==> src/rtl/trail_writer.sv <==
// trail_writer: sole driver of the frameRAM write port; clears the buffer to background,
// then on each frame tick paints TRAIL_H rows of trail words for each live bike.
module trail_writer #(
    parameter logic [3:0] BG_COLOR = 4'h0,
    parameter int         TRAIL_H  = 2,
    parameter int         H_WORDS  = 320,
    parameter int         V_ROWS   = 480
) (
    input  logic        Clk,
    input  logic        Reset,
    input  logic        frame_clk,
    input  logic        clear_req,
    input  logic [9:0]  Blue_X,
    input  logic [9:0]  Blue_Y,
    input  logic [9:0]  Red_X,
    input  logic [9:0]  Red_Y,
    input  logic        Blue_alive,
    input  logic        Red_alive,
    input  logic [3:0]  Blue_color,
    input  logic [3:0]  Red_color,
    output logic [18:0] write_address,
    output logic [15:0] Data_Out,
    output logic        WE,
    output logic        busy,
    output logic        ready
);
    localparam int          SW        = $clog2(2 * TRAIL_H + 1);
    localparam logic [18:0] LAST      = 19'(H_WORDS * V_ROWS - 1);
    localparam logic [18:0] HWL       = 19'(H_WORDS);
    localparam logic [10:0] XMAX      = 11'(2 * H_WORDS);
    localparam logic [10:0] YMAX      = 11'(V_ROWS);
    localparam logic [SW-1:0] TH      = SW'(TRAIL_H);
    localparam logic [SW-1:0] LAST_SLOT = SW'(2 * TRAIL_H - 1);

    typedef enum logic [1:0] {CLEAR, IDLE, PAINT_B, PAINT_R} state_t;

    state_t        r_state, w_next;
    logic [18:0]   r_clr, w_clr_next;
    logic [SW-1:0] r_slot, w_slot_next;
    logic          r_s1, r_s2, r_s3;
    logic [9:0]    r_bx, r_by, r_rx, r_ry;
    logic          r_ba, r_ra;
    logic [3:0]    r_bc, r_rc;
    logic          w_tick, w_live, w_red, w_alive, w_ok, w_we, w_busy;
    logic [9:0]    w_x, w_y;
    logic [3:0]    w_color;
    logic [SW-1:0] w_row;
    logic [10:0]   w_yr;
    logic [18:0]   w_paddr, w_addr;
    logic [15:0]   w_data;

    assign w_tick = r_s2 & ~r_s3;
    // The first blue slot is issued at the tick edge itself, so it reads the live inputs.
    assign w_live  = r_state == IDLE;
    assign w_red   = r_state == PAINT_R;
    assign w_x     = w_live ? Blue_X     : (w_red ? r_rx : r_bx);
    assign w_y     = w_live ? Blue_Y     : (w_red ? r_ry : r_by);
    assign w_alive = w_live ? Blue_alive : (w_red ? r_ra : r_ba);
    assign w_color = w_live ? Blue_color : (w_red ? r_rc : r_bc);
    assign w_row   = w_red ? r_slot - TH : (w_live ? '0 : r_slot);
    assign w_yr    = {1'b0, w_y} + 11'(w_row);
    assign w_ok    = w_alive && ({1'b0, w_x} < XMAX) && (w_yr < YMAX);
    assign w_paddr = 19'(w_yr) * HWL + 19'(w_x[9:1]);

    always_comb begin
        w_next      = r_state;
        w_clr_next  = r_clr;
        w_slot_next = r_slot;
        w_we        = 1'b0;
        w_busy      = 1'b0;
        w_addr      = w_paddr;
        w_data      = {4'h0, w_color, 4'h0, w_color};
        if (clear_req || r_state == CLEAR) begin
            w_addr     = clear_req ? '0 : r_clr;
            w_data     = {4'h0, BG_COLOR, 4'h0, BG_COLOR};
            w_we       = 1'b1;
            w_busy     = 1'b1;
            w_clr_next = w_addr + 19'd1;
            w_next     = (w_addr == LAST) ? IDLE : CLEAR;
        end else if (r_state == IDLE) begin
            if (w_tick) begin
                w_we        = w_ok;
                w_busy      = 1'b1;
                w_slot_next = SW'(1);
                w_next      = (TRAIL_H > 1) ? PAINT_B : PAINT_R;
            end
        end else begin
            w_we        = w_ok;
            w_busy      = 1'b1;
            w_slot_next = r_slot + SW'(1);
            w_next      = (r_slot == LAST_SLOT) ? IDLE : (w_slot_next < TH) ? PAINT_B : PAINT_R;
        end
    end

    always_ff @(posedge Clk) begin
        if (!Reset) begin
            r_state       <= CLEAR;
            r_clr         <= '0;
            r_slot        <= '0;
            {r_s3, r_s2, r_s1} <= 3'b000;
            WE            <= 1'b0;
            write_address <= '0;
            Data_Out      <= '0;
            busy          <= 1'b0;
            ready         <= 1'b0;
        end else begin
            {r_s3, r_s2, r_s1} <= {r_s2, r_s1, frame_clk};
            r_state       <= w_next;
            r_clr         <= w_clr_next;
            r_slot        <= w_slot_next;
            WE            <= w_we;
            write_address <= w_addr;
            Data_Out      <= w_data;
            busy          <= w_busy;
            ready         <= (r_state != CLEAR) && !clear_req;
        end
    end

    always_ff @(posedge Clk) begin
        if (r_state == IDLE && w_tick && !clear_req) begin
            {r_bx, r_by, r_ba, r_bc} <= {Blue_X, Blue_Y, Blue_alive, Blue_color};
            {r_rx, r_ry, r_ra, r_rc} <= {Red_X, Red_Y, Red_alive, Red_color};
        end
    end
endmodule

==> config.mk <==
export PLATFORM = sky130hd
export DESIGN_NAME = trail_writer
export DESIGN_NICKNAME = d
export VERILOG_FILES = /design/src/rtl/trail_writer.sv
export SDC_FILE = /design/constraint.sdc
export NUM_CORES = 1
export LEC_CHECK = 0
export BUFFER_PORTS_ARGS = -buffer_cell sky130_fd_sc_hd__buf_2
export CAP_MARGIN = 15
export CELL_PAD_IN_SITES_DETAIL_PLACEMENT = 2
export CELL_PAD_IN_SITES_GLOBAL_PLACEMENT = 2
export CORE_MARGIN = 2
export CORE_UTILIZATION = 36
export CTS_CLUSTER_SIZE = 24
export DETAILED_ROUTE_END_ITERATION = 12
export GPL_ROUTABILITY_DRIVEN = 0
export PLACE_DENSITY_LB_ADDON = 0.1
export SLEW_MARGIN = 40
export SYNTH_ARGS = -nofsm -noshare
export SYNTH_HDL_FRONTEND = slang
export SYNTH_SLANG_ARGS = --single-unit
==> constraint.sdc <==
create_clock -name Clk -period 6.39 [get_ports Clk]
set_input_delay 0.9585 -clock Clk [delete_from_list [all_inputs] [get_ports Clk]]
set_output_delay 0.9585 -clock Clk [all_outputs]
set_load 0.01 [all_outputs]
* Word level (Yosys, flattened, before mapping)
Cells that the tools add are included.
Operators by class: reduce and logical (&&, ||, !) cells 11, multiplexer cells 26, add/subtract/negate cells 5, bitwise operators 4, multiply operators 1, equality and inequality tests 6, order comparisons 3
Operators by type and width (number):
- 10-bit 2-to-1 mux | 4
- 19-bit 2-to-1 mux | 2
- 19-bit by 1-bit adder with 19-bit output, second input constant | 1
- 19-bit by 9-bit adder with 19-bit output | 1
- 19-bit by 18-bit equality test with 1-bit output, second input constant | 1
- 11-bit by 3-bit multiplier with 13-bit output, second input constant | 1
- 3-bit 2-to-1 mux | 4
- 10-bit by 3-bit adder with 11-bit output | 1
- 11-bit by 9-bit < comparator with 1-bit output, second input constant | 1
- 10-bit < comparator, second input constant | 1
- 1-bit 2-to-1 mux | 10
- 2-bit 2-to-1 mux | 4
- 4-bit 2-to-1 mux | 2
- 1-bit logical AND | 5
- 3-bit by 1-bit adder with 3-bit output, second input constant | 1
- 3-bit by 2-bit equality test with 1-bit output, second input constant | 1
- 3-bit by 2-bit < comparator with 1-bit output, second input constant | 1
- 3-bit by 2-bit inequality test with 1-bit output, second input constant | 1
- 1-bit inverter | 3
- 3-bit by 2-bit subtractor with 3-bit output, second input constant | 1
- 2-bit by 1-bit equality test with 1-bit output, second input constant | 1
- 2-bit equality test, second input constant | 1
- 2-bit logical NOT | 1
- 2-bit inequality test, second input constant | 1
- other kinds (6) | 6
Word-level totals: input port bits 54, word-level logic and storage cells 76, output and inout port bits 38, register bits after elaboration 115

* Depth between registers and ports, before layout
depth after elaboration 9, mapped depth 24, gate-level depth less buffers 19

* Worst setup path after synthesis
OpenSTA, ideal clock, no wires.
path type input to register, start point input port clear_req, end point register r_ba, enable pin, setup time 513 ps, stages 3, data arrival time 4656 ps, path buffers 2, data required time 5877 ps, path slack 1220 ps, path through clkbuf_1 clkbuf_1 nor3_1
Between the ends: longest elaborated chain between the ends 2
RTL lines:
- start, declared | line 12 | input logic clear_req,
- 1-bit logical NOT | line 120 | if (r_state == IDLE && w_tick && !clear_req) begin
- 1-bit logical AND | line 120
- end signal, assigned | line 121 | {r_bx, r_by, r_ba, r_bc} <= {Blue_X, Blue_Y, Blue_alive, Blue_color};
- end, declared | line 42 | logic r_ba, r_ra;
Every way passes these cells. A chain may end at the register's enable or synchronous reset.

* Final worst setup path
start point register r_state[0], end point register write_address[18]
Between the ends: longest elaborated chain between the ends 7, elaborated cells on any way between the ends 14, those cells by class add/sub: 2; mul: 1; eq/ne: 2; mux: 7; reduce/logical: 2
RTL lines:
- start, declared | line 37 | state_t r_state, w_next;
- start signal, assigned | line 108 | r_state <= w_next;
- 2-bit equality test or 2-bit by 1-bit equality test with 1-bit output (tied branches) | line 55, 54
- 10-bit 2-to-1 mux or 3-bit 2-to-1 mux (tied branches) (2 in a row) | line 57, 60
- 10-bit by 3-bit adder with 11-bit output | line 61 | assign w_yr = {1'b0, w_y} + 11'(w_row);
- 11-bit by 3-bit multiplier with 13-bit output | line 63 | assign w_paddr = 19'(w_yr) * HWL + 19'(w_x[9:1]);
- 19-bit by 9-bit adder with 19-bit output | line 63
- 19-bit 2-to-1 mux * | line 73 | if (clear_req || r_state == CLEAR) begin
- end signal, assigned | line 112 | write_address <= w_addr;
- end, declared | line 21 | output logic [18:0] write_address,
Every way passes the cells marked *; elsewhere a longest branch is shown, timed or not.

==> run summary <==
## Outcome
- complete, no violations — result of the run

## Floorplanning
- 125.2 um — floorplan die height
- 92 — number of ports placed on the die boundary
- 0.3663 — initial standard-cell utilization of the core
- 0.01566 mm2 — area of the die
- 0.01442 mm2 — floorplan core area
- 44 — total number of placement rows
- 125.2 um — width of the chip

## Global route
- 22200 um — first-pass GRT wire length
- 0 — initial antenna violation count
- 4332 — via count of the first global-routing pass
- 0.1777 — overall global routing resource usage
- 0 — grt total ovfl
- 37 — pin count of the biggest net entering global routing

## Finish
- 768 — post-route insts no fill
- 15.70% — Synth-to-Final Area Change
- 0.2209 — share of post-route cells with drive strength above 1
- 0 — antenna fix cells
- 1584 — fill cell instance count of the final layout
- 660 — number of nets in the finished design
- 0.4238 — Util after Layout

## Logic synthesis
- 101 — total of flip-flops plus latches after synthesis
- dfxtp_1 — top_reg_cell synth
- 10.42 um2 — post-synthesis average cell area
- edfxtp_1 — Yosys top cell by area
- 0.2728 — area share of the largest cell type after synthesis
- edfxtp_1, dfxtp_1, ha_1 — cell types with the largest area share after synthesis
- nor2_1, dfxtp_1, edfxtp_1 — commonest cells in the netlist
- 58 — Unique masters post-synth
- 507 — Cells after Synth
- 0 — Post-synth ARST share
- 0 — YS warnings
- 0.4736 — register area share after synthesis
- 48 — number of enable-type register cells in the synthesized netlist
- nor2_1 — count leader, synth
- 0.005284 mm2 — mapped cell area

## Drt
- 13540 um — sum of routed wire length over all layers
- 0 — DRC violations left
- 0 — Final ANT Viol Nets
- 17.63 um — Avg WL per Cell
- 143 — violation count after the first detailed-route iteration
- 3917 — vias after detailed routing
- 4 — first-pass detailed-route iteration total
- 5.100 — routed vias/inst

## Setup path
- reg -> reg — type of the setup path with the least slack
- r_state[0]$_SDFFE_PN0P_ — CP Launch Point
- r_state[0]$_SDFFE_PN0P_ — launch point of the worst reg-to-reg path
- flip-flop — Crit. End Element
- write_address[18]$_SDFF_PN0_ — endpoint of the most critical setup path
- 830 ps — biggest cell delay along the critical path
- dfxtp_1 — Slowest cell on crit path
- 17 — count of cells along the worst register-to-register path
- flip-flop — critical path startpoint category
- 5190 ps — data arrival time of the critical path
- write_address[18]$_SDFF_PN0_ — capturing point of the worst reg2reg path
- ha_1 — most frequent CP cell
- buf_4 > o21ai_0 > ha_1 > a21o_1 > a21oi_1 > nand2_1 > and2_1 > ha_1 > ha_1 > fa_1 > a21o_1 > a21oi_1 > xnor2_1 > nand3_1 > nor4_2 > xnor2_1 > o32ai_2 — worst-path cell chain
- 1410 ps — worst reg2reg setup slack
- 20 — Max Fanout on Critical Path
- 6600 ps — critical path data required time

## Clock network
- done — clock tree from TritonCTS
- 0 — post-CTS setup buffer count
- 0 — number of cells upsized or downsized after cts
- 101 — CTS sink count
- 360 ps — worst skew pair latency
- 80 ps — register clock-pin slew on the reported worst setup and hold paths
- 0 — Hold-fix buffers, CTS
- clkbuf_16 — root buf cell
- 9 — clock buffer count from CTS
- 3 — H-tree Lvls
- 2 — maximum clock insertion buffer count

## Timing
- 0.4799 — worst max-slew margin expressed relative to the limit
- 1410 ps — setup slack of the critical path after layout
- 0 ps — aggregate negative setup slack
- 0 — endpoints failing setup
- 13.42 ps — setup clock skew after layout
- 4980 ps — time the worst path needs with I/O delays and setup
- 0 — final max-slew violation count
- 779.1 ps — transition time of the tightest slew-check pin
- 0.7793 — Tcrit/Tclk final
- false — unrepaired setup endpoints after global routing
- 0.2008 GHz — Max Clock Freq
- 0 — final number of hold-violating endpoints

## Power and ir drop
- 0.1534 mV — peak supply drop
- 2.370 nW — leakage power figure
- 211.0 mW/mm2 — Power Density

## Place
- 81 — port bufs
- 10250 um — estimated wirelength of the detail-placed design
- 1297 ps — worst slack, placed
- 752 — placed cells

## Min path
- r_s1$_SDFF_PN0_ — hold wc startpoint
- reg -> reg — kind of path behind the tightest hold check

## Run
- 0 — number of max-cap violations

-- layout make-up --
type	instances	area [um2]	area share
Multi-Input combinational cell	366	2577	0.4216
Sequential cell	101	2504	0.4095
Timing Repair Buffer	87	450.4	0.07368
Tap cell	184	230.2	0.03766
Clock buffer	10	229.0	0.03745
Clock inverter	6	70.07	0.01146
Inverter	14	52.55	0.008596
-- how the worst min path moves through the flow --
stage                                 end  slack [ps]  depth (start not counted)
after floorplan           r_s2$_SDFF_PN0_         410                          1
after global placement    r_s2$_SDFF_PN0_         420                          1
after detailed placement  r_s2$_SDFF_PN0_         430                          1
after CTS                 r_s2$_SDFF_PN0_         450                          1
after global routing      r_s2$_SDFF_PN0_         480                          1
final                     r_s2$_SDFF_PN0_         450                          1
-- logic make-up after synthesis --
| family | after synthesis | synth area share |
|---|---|---|
| adder cells (fa/ha/maj) | 27 | 0.06820 |
| AND/OR/NAND/NOR | 183 | 0.1714 |
| XOR/XNOR | 41 | 0.06796 |
| multiplexers | 30 | 0.08146 |
| buffers and inverters | 47 | 0.04617 |
| other | 1 | 0.0007097 |
| AO/OA/AOI/OAI | 77 | 0.09046 |
| flip-flops | 101 | 0.4736 |
-- worst max-delay path, delay by kind of cell (launching register included) --
| kind | cells | cell delay, ps |
|---|---|---|
| AOI/OAI and AO/OA | 6 | 1120 |
| buffers and inverters | 1 | 330 |
| adders and majority gates | 4 | 1310 |
| xor gates and xnor gates | 2 | 420 |
| and+or+nand+nor | 4 | 830 |
| DFF | 1 | 830 |
-- flip-flops by register name, summed over array words and instances, names as in the netlist, 2 cells and up --
name and flops:
r_state 2, r_by 10, write_address 19, r_slot 3, Data_Out 4, r_bc 4
r_bx 9, r_clr 19, r_ry 10, r_rx 9, r_rc 4
-- through the flow --
stage                     area [um2]  hold WS, ps   power, W
after detailed placement        5814        432.4  0.0007383
after global placement          5806        420.9  0.0007356
after floorplan                 5310        411.8  0.0007170
after CTS                       6113        452.7   0.001309
after global routing            6113        480.1   0.001335
final                           6113        447.9   0.001290
-- routing by layer --
layer / vias up / routed length (um) / global-route usage / part of all wire
li1: 1898 / - / - / -
met1: 1930 / 5963 / 0.2178 / 0.44
met2: 77 / 6855 / 0.3155 / 0.51
met3: 12 / 518 / 0.03723 / 0.038
met4: 0 / 199 / 0.05163 / 0.015
met5: - / 0 / 0 / 0
-- report_power, final --
group          switching (W)  leakage (nW)  internal [W]   total, W
registers         0.00000162         0.860      0.000679   0.000680
clock network       0.000259         0.143      0.000309   0.000567
logic              0.0000231          1.37     0.0000196  0.0000427
total               0.000283          2.37       0.00101    0.00129
-- cell usage in the layout, fill, tap and decap left out, types with 8 or more instances in the layout --
cell / netlist / final
buf_2: 6 / 81
clkbuf_16: 0 / 9
ha_1: 24 / 24
nor2_1: 74 / 73
xor2_1: 15 / 15
nand2b_1: 10 / 10
a21oi_1: 31 / 31
nand2_1: 33 / 33
dfxtp_1: 53 / 52
and3_1: 8 / 8
xnor2_1: 26 / 26
o21ai_0: 13 / 13
edfxtp_1: 48 / 48
a211oi_1: 8 / 8
inv_1: 14 / 14
nor2b_1: 11 / 11
nand3_1: 11 / 11
conb_1: 1 / 8
mux2i_1: 15 / 15
Note: power is estimated with default switching activity, not from simulation.
